### config.mk
export PLATFORM = sky130hd
export DESIGN_NAME = conv2x_sched
export DESIGN_NICKNAME = d
export VERILOG_FILES = /design/src/rtl/conv2x_sched_pkg.sv /design/src/rtl/conv2x_sched_rrarb4.sv /design/src/rtl/conv2x_sched.sv
export SDC_FILE = /design/constraint.sdc
export NUM_CORES = 1
export LEC_CHECK = 0
export BUFFER_PORTS_ARGS = -buffer_cell sky130_fd_sc_hd__buf_2
export CORE_MARGIN = 2
export CORE_UTILIZATION = 40
export CTS_CLUSTER_DIAMETER = 60
export CTS_CLUSTER_SIZE = 12
export DETAILED_ROUTE_END_ITERATION = 8
export GPL_TIMING_DRIVEN = 0
export SYNTH_ARGS = -nofsm -noshare
export SYNTH_HDL_FRONTEND = slang
export SYNTH_SLANG_ARGS = --single-unit
### constraint.sdc
create_clock -name clk2x -period 3 [get_ports clk2x]
set_input_delay 0.45 -clock clk2x [delete_from_list [all_inputs] [get_ports clk2x]]
set_output_delay 0.45 -clock clk2x [all_outputs]
set_load 0.1 [all_outputs]
### src/rtl/conv2x_sched_pkg.sv
// conv2x_sched_pkg -- shared definitions for the 2x-rate frame scheduler.
//   state_t     : scheduler FSM encoding (IDLE, XFER, GAP)
//   NREQ        : number of requesters
//   PHCNT_W     : width of the phase-edge counter
//   IFG_MIN/MAX : legal range of the inter-frame gap parameter
//   helpers     : round-robin pointer increment, one-hot grant, IFG clamp
package conv2x_sched_pkg;

  typedef enum logic [1:0] {
    ST_IDLE = 2'd0,
    ST_XFER = 2'd1,
    ST_GAP  = 2'd2
  } state_t;

  localparam int NREQ    = 4;
  localparam int PHCNT_W = 8;
  localparam int IFG_MIN = 1;
  localparam int IFG_MAX = 15;

  localparam logic [PHCNT_W-1:0] PHCNT_MAX = {PHCNT_W{1'b1}};
  localparam logic [PHCNT_W-1:0] PHCNT_ONE = {{(PHCNT_W-1){1'b0}}, 1'b1};

  // Next round-robin start position; wraps naturally in two bits.
  function automatic logic [1:0] ptr_inc(input logic [1:0] idx);
    return idx + 2'd1;
  endfunction

  // One-hot grant vector for a requester index.
  function automatic logic [NREQ-1:0] onehot4(input logic [1:0] idx);
    return 4'b0001 << idx;
  endfunction

  // Keeps an out-of-range gap setting inside the supported range.
  function automatic int ifg_legal(input int ifg);
    if (ifg < IFG_MIN) begin
      return IFG_MIN;
    end else if (ifg > IFG_MAX) begin
      return IFG_MAX;
    end else begin
      return ifg;
    end
  endfunction

endpackage

### src/rtl/conv2x_sched_rrarb4.sv
// rrarb4 -- combinational 4-way round-robin winner select.
//   req    : request flags, one per requester
//   ptr    : index at which the search starts (highest priority)
//   valid  : at least one request is present
//   winner : first requesting index found at or after ptr (wrapping)
module rrarb4
  import conv2x_sched_pkg::*;
(
  input  logic [NREQ-1:0] req,
  input  logic [1:0]      ptr,
  output logic            valid,
  output logic [1:0]      winner
);

  logic       found_s;
  logic [1:0] idx_s;

  // Scan ptr, ptr+1, ... (mod 4) and keep the first requester seen.
  always_comb begin
    valid   = |req;
    winner  = ptr;
    found_s = 1'b0;
    idx_s   = ptr;
    for (int i = 0; i < NREQ; i++) begin
      idx_s = ptr + 2'(i);
      if (!found_s && req[idx_s]) begin
        winner  = idx_s;
        found_s = 1'b1;
      end else begin
        found_s = found_s;
      end
    end
  end

endmodule

### src/rtl/conv2x_sched.sv
// conv2x_sched -- frame scheduler feeding a 2x-to-1x converter.
// Runs entirely on the 2x clock; a slot toggle splits time into two-cycle
// slots (one 1x period). Words are accepted only at the edge closing a
// t==0 cycle, and the registered outputs then hold for the whole slot.
// Ports:
//   clk2x    : 2x-rate clock
//   rst2x    : asynchronous active-high reset
//   enable   : allows new frames to start (never truncates one)
//   clr      : synchronous clear of underrun and phcnt
//   req      : per-requester word-available flags
//   reqdat   : requester n data in bits [n*WIDTH +: WIDTH]
//   reqlast  : current word of requester n is the last of its frame
//   phaseout : phase-select indication from the converter
//   gnt      : one-cycle pulse, the owner's word was taken at this edge
//   sync2x   : frame-start marker, held for the first slot of a frame
//   data2x   : word to the converter, held for a full slot
//   owner    : index of the current frame owner
//   busy     : high while in XFER or GAP
//   underrun : sticky error, owner ran dry mid-frame
//   phcnt    : saturating count of phaseout edges
module conv2x_sched
  import conv2x_sched_pkg::*;
#(
  parameter int WIDTH = 8,
  parameter int IFG   = 1
) (
  input  logic                clk2x,
  input  logic                rst2x,
  input  logic                enable,
  input  logic                clr,
  input  logic [NREQ-1:0]     req,
  input  logic [4*WIDTH-1:0]  reqdat,
  input  logic [NREQ-1:0]     reqlast,
  input  logic                phaseout,
  output logic [NREQ-1:0]     gnt,
  output logic                sync2x,
  output logic [WIDTH-1:0]    data2x,
  output logic [1:0]          owner,
  output logic                busy,
  output logic                underrun,
  output logic [PHCNT_W-1:0]  phcnt
);

  localparam int         IFG_C    = ifg_legal(IFG);
  localparam logic [3:0] GAP_LAST = 4'(IFG_C - 1);

  state_t     state_r;
  logic       t_r;
  logic [1:0] ptr_r;
  logic       pending_r;
  logic [3:0] gapcnt_r;
  logic       ph_r;

  logic             slot_s;
  logic             ph_edge_s;
  logic             arb_valid_s;
  logic [1:0]       arb_win_s;
  logic             own_req_s;
  logic             own_last_s;
  logic [WIDTH-1:0] own_dat_s;
  logic             win_last_s;
  logic [WIDTH-1:0] win_dat_s;
  logic             underrun_set_s;

  rrarb4 u_arb (
    .req    (req),
    .ptr    (ptr_r),
    .valid  (arb_valid_s),
    .winner (arb_win_s)
  );

  // Select owner/winner lanes and detect phase edges and underrun.
  always_comb begin
    slot_s         = (t_r == 1'b0);
    ph_edge_s      = phaseout ^ ph_r;
    own_req_s      = req[owner];
    own_last_s     = reqlast[owner];
    own_dat_s      = reqdat[int'(owner)*WIDTH +: WIDTH];
    win_last_s     = reqlast[arb_win_s];
    win_dat_s      = reqdat[int'(arb_win_s)*WIDTH +: WIDTH];
    underrun_set_s = slot_s && (state_r == ST_XFER) && !own_req_s;
  end

  // Scheduler FSM with all outputs registered.
  always_ff @(posedge clk2x or posedge rst2x) begin
    if (rst2x) begin
      state_r   <= ST_IDLE;
      t_r       <= 1'b0;
      ptr_r     <= 2'd0;
      pending_r <= 1'b0;
      gapcnt_r  <= 4'd0;
      ph_r      <= 1'b0;
      gnt       <= {NREQ{1'b0}};
      sync2x    <= 1'b0;
      data2x    <= {WIDTH{1'b0}};
      owner     <= 2'd0;
      busy      <= 1'b0;
      underrun  <= 1'b0;
      phcnt     <= {PHCNT_W{1'b0}};
    end else begin
      t_r  <= ~t_r;
      ph_r <= phaseout;
      gnt  <= {NREQ{1'b0}};

      // clr dominates any simultaneous increment.
      if (clr) begin
        phcnt <= {PHCNT_W{1'b0}};
      end else if (ph_edge_s && (phcnt != PHCNT_MAX)) begin
        phcnt <= phcnt + PHCNT_ONE;
      end else begin
        phcnt <= phcnt;
      end

      if (clr) begin
        underrun <= 1'b0;
      end else if (underrun_set_s) begin
        underrun <= 1'b1;
      end else begin
        underrun <= underrun;
      end

      // A new edge outside XFER re-arms the flag even on the slot that
      // would otherwise consume it.
      if (ph_edge_s && (state_r != ST_XFER)) begin
        pending_r <= 1'b1;
      end else if (slot_s && (state_r == ST_IDLE) && pending_r) begin
        pending_r <= 1'b0;
      end else begin
        pending_r <= pending_r;
      end

      if (slot_s) begin
        case (state_r)
          ST_IDLE: begin
            if (pending_r) begin
              // Extra idle slot requested by a phase edge.
              sync2x <= 1'b0;
              data2x <= {WIDTH{1'b0}};
            end else if (enable && arb_valid_s) begin
              gnt      <= onehot4(arb_win_s);
              owner    <= arb_win_s;
              sync2x   <= 1'b1;
              data2x   <= win_dat_s;
              busy     <= 1'b1;
              gapcnt_r <= 4'd0;
              if (win_last_s) begin
                state_r <= ST_GAP;
                ptr_r   <= ptr_inc(arb_win_s);
              end else begin
                state_r <= ST_XFER;
              end
            end else begin
              sync2x <= 1'b0;
              data2x <= {WIDTH{1'b0}};
            end
          end
          ST_XFER: begin
            sync2x <= 1'b0;
            if (own_req_s) begin
              gnt    <= onehot4(owner);
              data2x <= own_dat_s;
              if (own_last_s) begin
                state_r  <= ST_GAP;
                ptr_r    <= ptr_inc(owner);
                gapcnt_r <= 4'd0;
              end else begin
                state_r <= ST_XFER;
              end
            end else begin
              // Owner ran dry: abandon the frame and move the pointer on.
              data2x   <= {WIDTH{1'b0}};
              state_r  <= ST_GAP;
              ptr_r    <= ptr_inc(owner);
              gapcnt_r <= 4'd0;
            end
          end
          ST_GAP: begin
            sync2x <= 1'b0;
            data2x <= {WIDTH{1'b0}};
            if (gapcnt_r == GAP_LAST) begin
              state_r <= ST_IDLE;
              busy    <= 1'b0;
            end else begin
              gapcnt_r <= gapcnt_r + 4'd1;
            end
          end
          default: begin
            state_r <= ST_IDLE;
            busy    <= 1'b0;
            sync2x  <= 1'b0;
            data2x  <= {WIDTH{1'b0}};
          end
        endcase
      end else begin
        state_r <= state_r;
      end
    end
  end

endmodule

==> reports/qor.csv, run 1 <==
stage;metric;value;unit
timing;fin_crit_sh;0.8072;
critical_path;crit_arrival;2590;ps
logic_synthesis;yosysSeqAreaShare;0.3924;
timing;setup_viol;0;
logic_synthesis;synth_edf_count;0;
global_routing;grt_antenna_before_repair;0;
place;post-place-ws;341.7;ps
floorplanning;die_h;79.76;um
floorplanning;design.die.area;0.006362;mm2
logic_synthesis;syn_avg_cell_area;10.99;um2
timing;fmax;412.9;MHz
critical_path;required;3170;ps
power;pwr-share-seq;0.266;
power;internal_power;1249;uW
cts;cts_sinks;36;
finish;layout_common_cells;71 x buf_2, 36 x dfrtp_1, 22 x nor2_1, 18 x mux4_2, 14 x nand2_1;
critical_path;crit_path_end_kind;flip-flop;
cts;post_cts_resized;0;
timing;relSlewSlack;0.4918;
cts;root_buffer;clkbuf_8;
global_routing;grt_first_pass_wirelength;9246;um
timing;finalMaxSlewViolations;0;
place;place_area;0.002726;mm2
power;switchingPower;1252;uW
timing;fin_crit;2422;ps
cts;postCtsHoldBufs;0;
global_routing;grt.overflow.total;0;
logic_synthesis;syn-num-nets;257;
floorplanning;die_w;79.76;um
floorplanning;initial_utilization;0.4144;
critical_path;path_class;flip-flop to flip-flop;
routing;viasPerCell;5.487;
timing;finalWorstSetupSlack;578.3;ps
run_status;status;complete, no violations;
routing;wl;5652;um
critical_path;crit_path_start_kind;flip-flop;
critical_path;slowest_stage;or3b_1;
floorplanning;rows;27;
routing;antenna_left;0;
finish;final_common_cell;buf_2;
cts;clk_pin_slew;80;ps
logic_synthesis;netlist_area;0.002296;mm2
floorplanning;core;0.005540;mm2
finish;seqCellArea;900.9;um2
floorplanning;num_io_pins;70;
timing;tightest_slew;761.2;ps
routing;first_pass_iters;4;
finish;final_core_util;0.5090;
critical_path;crit_fanout;7;
routing;num_vias;1959;
timing;rsz0062_at_grt;false;
routing;wl_per_cell;15.83;um
finish;antenna_cells;0;
logic_synthesis;ys_types;48;
flow_run;cap_violations;0;
critical_path;max_stage_delay;440;ps
cts;cts_buffers;5;
cts;post_cts.repair.setup_buffers;0;
cts;cts_tree;built;
place;place_congestion;0.8306;
finish;area_delta_synth_final;22.83;%
power;power.clock.fraction;0.148;
finish;design_area;0.002820;mm2
power;max-vdd-ir-drop;0.4151;mV
cts;htree_levels;2;
finish;drive_gt1_frac;0.3789;
power;leakage;0.001309;uW
global_routing;grt_usage;0.1900;
logic_synthesis;synthCells;209;
logic_synthesis;yosys_warnings;0;
critical_path;crit_path_cell_trace;clkbuf_1 > mux4_2 > nand3b_1 > o21ai_1 > nor2_2 > or3b_1 > mux2_1;
timing;whs;284.3;ps
timing;clock-skew-final;6.971;ps
global_routing;grt_pass1_vias;1899;
routing;first_iter_violations;46;
place;portBuffers;68;
logic_synthesis;synth-main-ff-cell;dfrtp_1;
power;power_density;886.8;mW/mm2
power;sw_frac_of_total;0.5006;
power;p_comb_frac;0.586;
hold_path;hold_path_class;primary input to flip-flop;
place;dp_hpwl;4108;um
global_routing;grt_max_degree;37;
logic_synthesis;synth-seq-cells;36;
timing;hold_viol;0;
finish;multi_input_area;0.001306;mm2
cts;clockBufferDepth;2;
finish;fillers;530;
cts;clk_latency;290;ps
timing;setup_tns;0;ps
routing;drc_errors;0;
finish;nets;332;
logic_synthesis;synthArstFlopShare;1.000;
synthesized netlist by cell type (2+ instances only):
| master | count | area share |
|---|---|---|
| mux2_1 | 2 | 0.0098 |
| a221o_1 | 8 | 0.035 |
| and3_1 | 2 | 0.0054 |
| o21a_1 | 2 | 0.0065 |
| xor2_1 | 7 | 0.027 |
| inv_1 | 7 | 0.011 |
| o21ai_1 | 2 | 0.0044 |
| o21ai_0 | 9 | 0.020 |
| xnor2_1 | 3 | 0.011 |
| nand3_1 | 2 | 0.0044 |
| a21oi_1 | 8 | 0.017 |
| mux4_2 | 18 | 0.18 |
| a21o_1 | 2 | 0.0065 |
| clkbuf_1 | 5 | 0.0082 |
| buf_2 | 3 | 0.0065 |
| mux2i_1 | 3 | 0.013 |
| dfrtp_1 | 36 | 0.39 |
| nor3_1 | 4 | 0.0087 |
| nor2b_1 | 11 | 0.030 |
| a2111oi_1 | 2 | 0.0087 |
| nor4_1 | 2 | 0.0054 |
| nor4b_1 | 2 | 0.0076 |
| nand4_1 | 6 | 0.016 |
| ha_1 | 3 | 0.016 |
| nand2_1 | 14 | 0.023 |
| or3_1 | 2 | 0.0054 |
| mux2_2 | 2 | 0.0098 |
| nor2_1 | 22 | 0.036 |
routing by layer:
metal  up-vias  GRT usage  part of all wire
met3         6    0.03846             0.055
met2        59     0.2950              0.47
met5         -          0                 0
met1       950     0.2641              0.46
li1        944          -                 -
met4         0    0.06949             0.012
worst max-delay path, delay by kind of cell, from the launching register on:
kind / cells / cell delay (ps)
buf+inv: 1 / 380
flops: 1 / 360
compound gates: 1 / 90
simple gates: 3 / 710
mux: 2 / 770
metrics by stage:
stage	power (uW)	std cells
final	2501	357
after CTS	2518	357
after global placement	2134	349
after global routing	2651	357
after floorplan	1881	209
after detailed placement	2145	349
sequential cells by signal (all words and copies together) (netlist names):
register,cells
data2x,8
phcnt,8
gapcnt_r,4
gnt,4
owner,2
ptr_r,2
state_r,2
busy,1
pending_r,1
ph_r,1
sync2x,1
t_r,1
underrun,1
final timing paths:
path                               start         to  slack (ps)  cells after the start
worst max register to register  owner[1]   ptr_r[0]         580                      7
min in group asynchronous          rst2x  data2x[5]         290                      2
worst min-delay path            phaseout       ph_r         280                      1
worst max-delay path            owner[1]   ptr_r[0]         580                      7
worst min register to register  underrun   underrun         500                      2
max in group asynchronous          rst2x   ptr_r[1]        2220                      2
cell families after synthesis:
kind of cell	count (synthesis)	synth area share
multiplexers	25	0.2093
adder cells (fa/ha/maj)	3	0.01635
XOR/XNOR	10	0.03815
AND/OR/NAND/NOR	77	0.1793
AO/OA/AOI/OAI	40	0.1259
buffers and inverters	18	0.03869
flip-flops	36	0.3924
power by group through the flow:
stage                     logic, uW  clock network [uW]  registers (uW)
final                          1470                 370             664
after global placement         1460                   0             673
after global routing           1570                 398             685
after detailed placement       1470                   0             675
after floorplan                 652                   0            1230
after CTS                      1470                 380             666
cell type report:
class                      count  share of cell area
clock inverter                 1            0.002662
buffer                        11             0.02218
multi-input combinational    155              0.4632
timing repair buffer          68              0.1207
clock buffer                   7             0.03061
sequential                    36              0.3194
tap                           72             0.03194
inverter                       7            0.009317
Note: power is estimated with default switching activity, not from simulation.
==> run 2: changes to the inputs <==
PLACE_DENSITY = 0.67   (was unset)
clock period = 1.9 ns   (was 3 ns; I/O delays follow)
==> run 2 against run 1 <==
  * The run now ends with setup timing left
  * Register-to-register slack lost 820 ps
  * Largest power group unchanged
  * Sequential share of layout area is 2.5 points lower
  * Flip-flop and latch count unchanged
  * Cell count is 3.1% higher
  * Power grew 76%
  * Routed wire length increased by 5.7%
  * Clock skew rose by 4.0 ps
  * Worst hold slack worse by 160 ps
  * Via count grew 4.6%
  * Sequential power is 69% higher
  * Combinational power is 76% higher
==> reports/qor.csv, run 2 (synthesized netlist as in run 1, its figures left out) <==
stage;metric;value;unit
global_routing;grt_first_pass_wirelength;9584;um
run_status;violations;setup timing;
floorplanning;core;0.005540;mm2
timing;setup_viol;11;
routing;wl;5972;um
floorplanning;design.die.area;0.006362;mm2
floorplanning;initial_utilization;0.4144;
timing;clock-skew-final;10.94;ps
timing;fin_crit_sh;1.125;
power;power_density;1404;mW/mm2
cts;htree_levels;2;
timing;fin_crit;2138;ps
timing;relSlewSlack;0.4762;
place;place_congestion;0.8527;
global_routing;grt.overflow.total;0;
critical_path;crit_fanout;5;
hold_path;hold_path_class;primary input to asynchronous set/reset pin;
finish;drive_gt1_frac;0.5101;
routing;first_iter_violations;176;
global_routing;grt_usage;0.1937;
routing;first_pass_iters;4;
timing;tightest_slew;784.5;ps
finish;nets;343;
cts;cts_sinks;36;
floorplanning;die_w;79.76;um
place;portBuffers;68;
run_status;status;complete, but fails checks;
critical_path;required;2070;ps
routing;wl_per_cell;16.23;um
cts;clockBufferDepth;2;
cts;clk_pin_slew;80;ps
global_routing;grt_antenna_before_repair;0;
critical_path;slowest_stage;mux4_2;
timing;finalMaxSlewViolations;0;
finish;reg_top3;data2x (8), phcnt (8);
routing;antenna_left;0;
timing;hold_viol;0;
global_routing;grt_pass1_vias;2007;
power;leakage;0.001402;uW
global_routing;grt_max_degree;37;
critical_path;crit_path_end_kind;flip-flop;
place;dp_hpwl;4287;um
critical_path;max_stage_delay;540;ps
critical_path;crit_arrival;2310;ps
finish;final_common_cell;buf_2;
cts;root_buffer;clkbuf_8;
timing;finalWorstSetupSlack;-237.5;ps
floorplanning;rows;27;
cts;cts_tree;built;
floorplanning;die_h;79.76;um
flow_run;cap_violations;0;
finish;layout_common_cells;69 x buf_2, 27 x dfrtp_1, 22 x nor2_1, 18 x mux4_2, 14 x nand2_1;
finish;area_delta_synth_final;36.57;%
routing;drc_errors;0;
timing;fmax;467.8;MHz
cts;cts_buffers;5;
routing;num_vias;2049;
timing;rsz0062_at_grt;true;
routing;viasPerCell;5.568;
power;max-vdd-ir-drop;0.6222;mV
timing;setup_tns;-1427;ps
critical_path;crit_path_cell_trace;mux4_2 > nand3b_1 > o21ai_2 > nor2_2 > or3b_4 > mux2_4;
finish;antenna_cells;0;
power;p_total;4401;uW
critical_path;path_class;flip-flop to flip-flop;
critical_path;crit_path_start_kind;flip-flop;
floorplanning;num_io_pins;70;
cts;clk_latency;290;ps
-- run 2: cell types whose count changed in the layout (fill, tap and decap cells not counted), moves of 3 or more --
cell      previous run  this run
buf_4                0        11
clkbuf_1             6         3
dfrtp_1             36        27
dfrtp_2              0         5
dfrtp_4              0         4
-- run 2: cell type report --
cell class | instances | area, um2
multi-input combinational | 155 | 1470
clock buffer | 5 | 68.82
tap | 72 | 90.09
sequential | 36 | 922.1
buffer | 9 | 57.56
fill | 492 | 2405
inverter | 7 | 26.28
timing repair buffer | 81 | 457.9
clock inverter | 3 | 42.54
-- run 2: timing repair --
action                     CTS  global route
gates resized for setup     19             7
setup buffers               13             1
setup endpoints to repair   15            18
hold buffers                 0             0
pin swaps                   11            14
-- run 2: metal layers --
| metal | vias up | global-route usage | wire length [um] | part of all wire |
|---|---|---|---|---|
| li1 | 959 | - | - | - |
| met1 | 1015 | 0.2695 | 2567 | 0.43 |
| met2 | 71 | 0.3176 | 2966 | 0.50 |
| met3 | 4 | 0.03620 | 387 | 0.065 |
| met4 | 0 | 0.04068 | 51 | 0.0085 |
| met5 | - | 0 | 0 | 0 |
-- run 2: per-stage QoR --
stage	utilization	std cells	cell area [um2]	setup slack, ps	hold slack [ps]
finish	0.5659	368	3136	-237.5	127.3
global route	0.5659	368	3136	-306.3	123.5
CTS	0.5632	369	3120	-343.5	117.7
detailed placement	0.5061	349	2804	-535.9	426.1
global placement	0.5061	349	2804	-503.1	419.4
floorplan	-	209	2374	-529.1	316.4
-- run 2: final timing paths --
check	startpoint	endpoint	slack, ps	cells after the start
setup / recovery	owner[0]	ptr_r[0]	-240	6
hold / removal	rst2x	state_r[1]	130	2
setup reg to reg	owner[0]	ptr_r[0]	-240	6
hold reg to reg	sync2x	sync2x	480	1
max in group asynchronous	rst2x	owner[1]	1190	2
min in group clk2x	phaseout	ph_r	130	1
-- run 2: power by group --
group	switching, uW	internal, uW
sequential	174	949
combinational	1640	948
clock	305	389
total	2120	2290
-- run 2: worst max-delay path: cells and delay by family (launching register included) --
family / cells / cell delay, ps
AO/OA/AOI/OAI: 1 / 80
flip-flops: 1 / 450
multiplexers: 2 / 850
AND/OR/NAND/NOR: 3 / 630
